<file path="src/rtl/muldiv_seq.sv">
// RV32M multiply/divide sequencer: one shared adder/subtractor, one shift-add or restoring step per cycle.
// Latency XLEN+2 cycles (1 for divide-by-zero/overflow); busy stalls the pipeline and start is ignored while busy.
module muldiv_seq #(
    parameter int XLEN = 32
) (
    input  logic            clk,
    input  logic            reset,
    input  logic            start,
    input  logic            kill,
    input  logic [2:0]      funct3,
    input  logic [XLEN-1:0] a,
    input  logic [XLEN-1:0] b,
    output logic            busy,
    output logic            done,
    output logic [XLEN-1:0] result
);
    localparam int CW = $clog2(XLEN);
    localparam logic [XLEN-1:0] MIN_NEG = {1'b1, {(XLEN-1){1'b0}}};

    typedef enum logic [1:0] {IDLE, CALC, FIX, DONE} state_t;
    state_t state, state_nxt;

    logic [2:0]        op;
    logic              sa, sb;
    logic [XLEN-1:0]   hi, lo, opnd;
    logic [CW-1:0]     cnt;
    logic              accept, special, a_signed, b_signed, sa_in, sb_in, last;
    logic [XLEN-1:0]   abs_a, abs_b, spec_res, fix_res;
    logic              sub;
    logic [XLEN:0]     add_x;
    logic [XLEN+1:0]   add_y, sum_w;
    logic [2*XLEN-1:0] prod, prod_s;

    always_comb begin
        accept   = start && !kill && (state == IDLE || state == DONE);
        a_signed = (funct3 == 3'b001) || (funct3 == 3'b010) || (funct3 == 3'b100) || (funct3 == 3'b110);
        b_signed = (funct3 == 3'b001) || (funct3 == 3'b100) || (funct3 == 3'b110);
        sa_in    = a_signed && a[XLEN-1];
        sb_in    = b_signed && b[XLEN-1];
        abs_a    = sa_in ? -a : a;
        abs_b    = sb_in ? -b : b;
        special  = 1'b0;
        spec_res = '1;
        if (funct3[2] && b == '0) begin
            special  = 1'b1;
            spec_res = funct3[1] ? a : '1;
        end else if (funct3[2] && !funct3[0] && a == MIN_NEG && b == '1) begin
            special  = 1'b1;
            spec_res = funct3[1] ? '0 : MIN_NEG;
        end
    end

    // Multiply adds |a| into hi; divide subtracts |b| from the shifted {R, Q msb}.
    always_comb begin
        sub   = op[2];
        add_x = sub ? {hi, lo[XLEN-1]} : {1'b0, hi};
        add_y = {2'b00, opnd} ^ {(XLEN+2){sub}};
        sum_w = {1'b0, add_x} + add_y + {{(XLEN+1){1'b0}}, sub};
    end

    always_comb begin
        prod   = {hi, lo};
        prod_s = (sa ^ sb) ? -prod : prod;
        case (op)
            3'b000:                 fix_res = prod_s[XLEN-1:0];
            3'b001, 3'b010, 3'b011: fix_res = prod_s[2*XLEN-1:XLEN];
            3'b100, 3'b101:         fix_res = (sa ^ sb) ? -lo : lo;
            default:                fix_res = sa ? -hi : hi;
        endcase
    end

    assign last = (cnt == CW'(XLEN-1));
    assign busy = (state == CALC) || (state == FIX);
    assign done = (state == DONE);

    always_ff @(posedge clk or negedge reset) begin
        if (!reset) state <= IDLE;
        else        state <= state_nxt;
    end

    always_comb begin
        state_nxt = state;
        case (state)
            IDLE, DONE: state_nxt = accept ? (special ? DONE : CALC) : IDLE;
            CALC:       if (last) state_nxt = FIX;
            FIX:        state_nxt = DONE;
            default:    state_nxt = IDLE;
        endcase
        if (kill) state_nxt = IDLE;
    end

    always_ff @(posedge clk or negedge reset) begin
        if (!reset) begin
            op     <= '0;
            sa     <= 1'b0;
            sb     <= 1'b0;
            hi     <= '0;
            lo     <= '0;
            opnd   <= '0;
            cnt    <= '0;
            result <= '0;
        end else if (accept) begin
            op  <= funct3;
            sa  <= sa_in;
            sb  <= sb_in;
            cnt <= '0;
            hi  <= '0;
            if (funct3[2]) begin
                lo   <= abs_a;
                opnd <= abs_b;
            end else begin
                lo   <= abs_b;
                opnd <= abs_a;
            end
            if (special) result <= spec_res;
        end else if (state == CALC && !kill) begin
            cnt <= cnt + CW'(1);
            if (op[2]) begin
                lo <= {lo[XLEN-2:0], ~sum_w[XLEN+1]};
                if (!sum_w[XLEN+1]) hi <= sum_w[XLEN-1:0];
                else                hi <= {hi[XLEN-2:0], lo[XLEN-1]};
            end else if (lo[0]) begin
                {hi, lo} <= {sum_w[XLEN:0], lo[XLEN-1:1]};
            end else begin
                {hi, lo} <= {1'b0, hi, lo[XLEN-1:1]};
            end
        end else if (state == FIX && !kill) begin
            result <= fix_res;
        end
    end
endmodule

</file>
<file path="config.mk">
export PLATFORM = sky130hd
export DESIGN_NAME = muldiv_seq
export DESIGN_NICKNAME = d
export VERILOG_FILES = /design/src/rtl/muldiv_seq.sv
export SDC_FILE = /design/constraint.sdc
export NUM_CORES = 1
export LEC_CHECK = 0
export CORE_ASPECT_RATIO = 1.25
export CORE_UTILIZATION = 50
export CTS_CLUSTER_DIAMETER = 80
export DETAILED_ROUTE_END_ITERATION = 16
export GPL_ROUTABILITY_DRIVEN = 0
export PLACE_DENSITY_LB_ADDON = 0.05
export SLEW_MARGIN = 40
export SYNTH_ARGS = -nofsm -noshare
export SYNTH_HDL_FRONTEND = slang
export SYNTH_SLANG_ARGS = --single-unit
</file>
<file path="constraint.sdc">
create_clock -name clk -period 5.35 [get_ports clk]
set_input_delay 0.8025 -clock clk [delete_from_list [all_inputs] [get_ports clk]]
set_output_delay 0.8025 -clock clk [all_outputs]
set_load 0.02 [all_outputs]
</file>
Word-level counts from Yosys, hierarchy flattened
Index checks and enable logic that the tools add are counted.
W data, S select, Z words.

word-level totals
  flip-flop bits (word level) = 140
  input bits = 71
  word-level logic and storage cells = 101
  output and inout port bits = 34

operators by class
  reduce and logical (&&, ||, !) cells = 28
  equal/unequal tests = 18
  mux-type cells = 35
  $add $sub $neg = 8
  bitwise operators = 3

operators by type and width
  kind                    number
  $mux W32                23
  $neg A32 Y32            4
  $pmux W32 S3            1
  $eq A32 B32 Y1 const B  2
  $mux W64                1
  $neg A64 Y64            1
  $add A33 B34 Y34        1
  $add A34 B1 Y34         1
  $xor A32 B34 Y34        1
  $mux W33                1
  $logic_not A32 Y1       1
  $eq A3 B3 Y1 const B    4
  $logic_and A1 B1 Y1     10
  $mux W5                 2
  $eq A3 B2 Y1 const B    3
  $mux W2                 4
  $logic_or A1 B1 Y1      7
  $eq A3 B1 Y1 const B    2
  $pmux W2 S3             1
  $add A5 B1 Y5 const B   1
  $eq A5 B5 Y1 const B    1
  $eq A2 B2 Y1 const B    2
  $reduce_bool A2 Y1      2
  $reduce_or A2 Y1        2
  12 further kinds        14

Longest topological paths before layout
  depth in word-level cells = 10
  mapped depth = 17
  mapped depth without buffers = 12

Worst setup path before layout
OpenSTA, ideal clock, no wires.

  path kind = register to register
  from = register op[2]
  to = register hi[0]
  data required time = 5.229 ns
  cell stages (with the launch flop) = 18
  data arrival time = 4.459 ns
  setup slack = 0.770 ns
  library setup time = 0.121 ns
  path buffers = 7
  period minus slack after synthesis = 4.580 ns
  path through = dfrtp_1 clkbuf_1 clkbuf_1 buf_1 clkbuf_1 buf_1 xor2_1 ha_1 clkbuf_1 a211o_1 a21o_1 o211ai_1 o21ai_0 nor3_2 nor2_1 clkbuf_1 a211o_1 a22o_1

between the ends
  longest elaborated chain between the ends = 7
  elaborated cells on any way between the ends = 9
  classes of those cells = add/sub (2); mux (6); bitwise (1)

RTL lines
  element                                              line      text
  start: declaration                                   23        logic [2:0] op;
  start signal: assignment                             103       op <= funct3;
  $mux W33 / $xor A32 B34 Y34 (equally long branches)  56, 57
  $add A33 B34 Y34                                     58        sum_w = {1'b0, add_x} + add_y + {{(XLEN+1){1'b0}}, sub};
  $add A34 B1 Y34                                      58
  $mux W32 (on tied branches)                          122, 120
  $mux W32 *                                           118       if (op[2]) begin
  $mux W32 *                                           116       end else if (state == CALC && !kill) begin
  $mux W32 *                                           102       end else if (accept) begin
  end signal: assignment                               120       if (!sum_w[XLEN+1]) hi <= sum_w[XLEN-1:0];
  end signal: assignment                               121       else hi <= {hi[XLEN-2:0], lo[XLEN-1]};
  end signal: assignment                               123       {hi, lo} <= {sum_w[XLEN:0], lo[XLEN-1:1]};
  end: declaration                                     25        logic [XLEN-1:0] hi, lo, opnd;

Mark *: on every way between the ends. The rest lies on a longest branch, timed or not. The select of a mux whose other input is x is not followed.
A chain may end at the register's enable or synchronous reset.

Worst setup path after layout
  from = register op[2]
  to = register hi[5]

Same word-level chain as after synthesis.

==> results.sh <==
export IMPL_status="finished clean"
export IMPL_finalHoldViolCount=0
export IMPL_worstHoldPathType="input pin to async pin"
export IMPL_grt_pass1_vias=14400
export IMPL_synth_edf_count=0
export IMPL_cp_end_kind="flip-flop"
export IMPL_r2r_start="op[2]"
export IMPL_insertedDiodeCount=0
export IMPL_yosysSeqAreaShare=0.242
export IMPL_setup_tns_ns=0
export IMPL_p_total_mw=11.5
export IMPL_path_buf_inv=2
export IMPL_min_period_ns=4.63
export IMPL_post_place_cells=2259
export IMPL_area_growth_pct=12.4
export IMPL_cts_resized=0
export IMPL_worst_ep_required_time_ns=5.72
export IMPL_r2r_cells=12
export IMPL_die_h_um=192
export IMPL_h_tree_depth=4
export IMPL_cts_setup_buffers=0
export IMPL_io_pins=105
export IMPL_syn_inst=1938
export IMPL_multi_input_area_mm2=0.0102
export IMPL_clk_latency_ns=0.45
export IMPL_rows=69
export IMPL_slew_viol_final=0
export IMPL_crit_type="flip-flop to flip-flop"
export IMPL_ys_warn_count=0
export IMPL_setup_slack_ns=0.722
export IMPL_syn_area_per_cell_um2=7.48
export IMPL_cp_endpoint="hi[5]"
export IMPL_finalSetupViolations=0
export IMPL_core_area_mm2=0.0285
export IMPL_yosys_mux_area_fraction=0.0596
export IMPL_slowest_stage="dfrtp_4"
export IMPL_r2r_slack_ns=0.72
export IMPL_worstPathCellList="buf_4, mux2_2, ha_1, nand4_1, nor4b_1, o2111ai_1, o21ai_0, nor3_2, nand2_1, buf_4, a2bb2oi_1, a32o_1"
export IMPL_routedWlPerCell_um=24.6
export IMPL_clkSinkCount=140
export IMPL_die_x_um=154
export IMPL_max_freq_ghz=0.216
export IMPL_wl_um=56500
export IMPL_ant_nets=0
export IMPL_initial_utilization=0.509
export IMPL_path_clk_slew_ns=0.08
export IMPL_cts_max_path_buffers=2
export IMPL_rsz0062_at_grt="no"
export IMPL_ys_types=81
export IMPL_yosys_area_share_simple=0.207
export IMPL_final_net_count=2038
export IMPL_regArea_mm2=0.00351
export IMPL_first_pass_iters=6
export IMPL_powerDensity_mw_per_mm2=705
export IMPL_fin_util=0.572
export IMPL_num_vias=15300
export IMPL_p_int_mw=5.13
export IMPL_synth_top_family_by_area="compound AO/OA/AOI/OAI gates"
export IMPL_seq_power_share=0.205
export IMPL_slew_headroom=0.432
export IMPL_vias_per_cell=6.68
export IMPL_synth_fa_ha_area_frac=0.0368
export IMPL_drtIter0Drc=1542
export IMPL_place_hpwl_um=42600
export IMPL_pwr_share_clk=0.113
export IMPL_p_comb_frac=0.682
export IMPL_critPathMaxStageDelay_ns=0.92
export IMPL_synth_xor_area_frac=0.115
export IMPL_pre_cts_slack_ns=0.866
export IMPL_portBuffers=104
export IMPL_critPathTopFamily="simple AND/OR/NAND/NOR gates"
export IMPL_swShare=0.553
export IMPL_crit_start="op[2]"
export IMPL_cts_buffers=17
export IMPL_cap_violations=0
export IMPL_cp_data_arrival_time_ns=5.00
export IMPL_fill_cells=2713
export IMPL_cp_common_cell="buf_4"
export IMPL_dieArea_mm2=0.0297
export IMPL_drcViolationCount=0
export IMPL_cp_max_fo=56
export IMPL_synth_async_sr_flop_share=1.00
export IMPL_tightest_slew_ns=0.850
export IMPL_cts_root_buf="clkbuf_16"
export IMPL_ys_seq_elements=140
export IMPL_r2r_end="hi[5]"
export IMPL_start_kind="flip-flop"
export IMPL_track_usage=0.386
export IMPL_synth_compound_area_frac=0.283
export IMPL_p_switching_mw=6.35
export IMPL_fin_skew_ns=0.0164
export IMPL_ys_flop_type="dfrtp_1"
export IMPL_holdBufCountCts=0
export IMPL_final_cells=2293
export IMPL_period_share=0.865
export IMPL_grt_pass1_wl_um=86300
export IMPL_antenna_found_initial=0
export IMPL_grt_max_degree=99
export IMPL_leakagePower_nw=6.65
export IMPL_synth_area_mm2=0.0145
export IMPL_cts_tree="built"
export IMPL_ir_drop_mv=0.294
export IMPL_worst_path_stages=12
export IMPL_syn_nets=2051
export IMPL_layout_drive_gt1_share=0.0769
export IMPL_grt_overflow=0
==> logic make-up (layout without fill, tap and decap cells) <==
kind of cell    count (synthesis)  after routing
compound gates                632            632
xor+xnor                      191            191
fa+ha+maj                      42             42
buf+inv                       213            213
flops                         140            140
mux                            82             82
simple gates                  638            638
==> cells in the mapped netlist, types with 28 or more instances <==
cell        n  area share
mux2i_1    47       0.032
a31oi_1    28       0.012
mux2_2     35       0.027
o221ai_1   43       0.026
clkbuf_1  144       0.037
ha_1       41       0.035
xnor2_1    79       0.048
o31ai_1    30       0.016
dfrtp_1   140        0.24
o21ai_0   166       0.057
nor3_1     48       0.017
xor2_1    112       0.068
inv_1      38      0.0098
nor2_1    190       0.049
o211ai_1   36       0.019
nand2_1   224       0.058
a21oi_1   145       0.050
==> cell usage in the layout, fill, tap and decap left out, types with 43 or more instances in the layout <==
cell type / Yosys / layout
nand2_1: 224 / 224
o21ai_0: 166 / 166
nor2_1: 190 / 190
clkdlybuf4s50_1: 0 / 102
a21oi_1: 145 / 145
xnor2_1: 79 / 78
dfrtp_1: 140 / 139
mux2i_1: 47 / 47
nor3_1: 48 / 47
xor2_1: 112 / 111
o221ai_1: 43 / 43
==> through the flow <==
stage	cell area [µm²]	hold WS, ns
global route	16300	0.308
detailed placement	15600	0.474
floorplan	14500	0.458
finish	16300	0.272
global placement	15600	0.468
CTS	16200	0.428
==> layout make-up <==
class,instances,share of cell area
clock buffer,17,0.0261
clock inverter,15,0.0121
inverter,39,0.00898
multi-input combinational,1585,0.628
sequential,140,0.215
tap,355,0.0273
timing repair buffer,142,0.0826
==> power groups by stage <==
stage | registers (mW) | clock network (mW) | logic [mW]
after CTS | 2.32 | 1.30 | 7.62
after detailed placement | 2.33 | 0 | 7.57
after global routing | 2.40 | 1.34 | 8.42
final | 2.36 | 1.29 | 7.83
after floorplan | 1.93 | 0 | 5.55
after global placement | 2.32 | 0 | 7.52
==> registers in the layout, indices dropped and copies added (netlist names) <==
signal and cells:
state 2, lo 32, hi 32, op 3
opnd 32, result 32, cnt 5, sb 1
sa 1
==> layer usage <==
metal,GRT usage,vias up,share of wire
li1,-,7039,-
met1,0.470,7180,0.39
met2,0.616,890,0.45
met3,0.0689,204,0.086
met4,0.281,2,0.076
met5,0.0119,-,0.00080
==> how the worst min path moves through the flow <==
stage / end / slack (ns)
final: opnd[9] / 0.27
after global routing: lo[11] / 0.31
after CTS: opnd[10] / 0.43
after detailed placement: result[21] / 0.47
after global placement: result[21] / 0.47
after floorplan: opnd[13] / 0.46
Note: power is estimated with default switching activity, not from simulation.
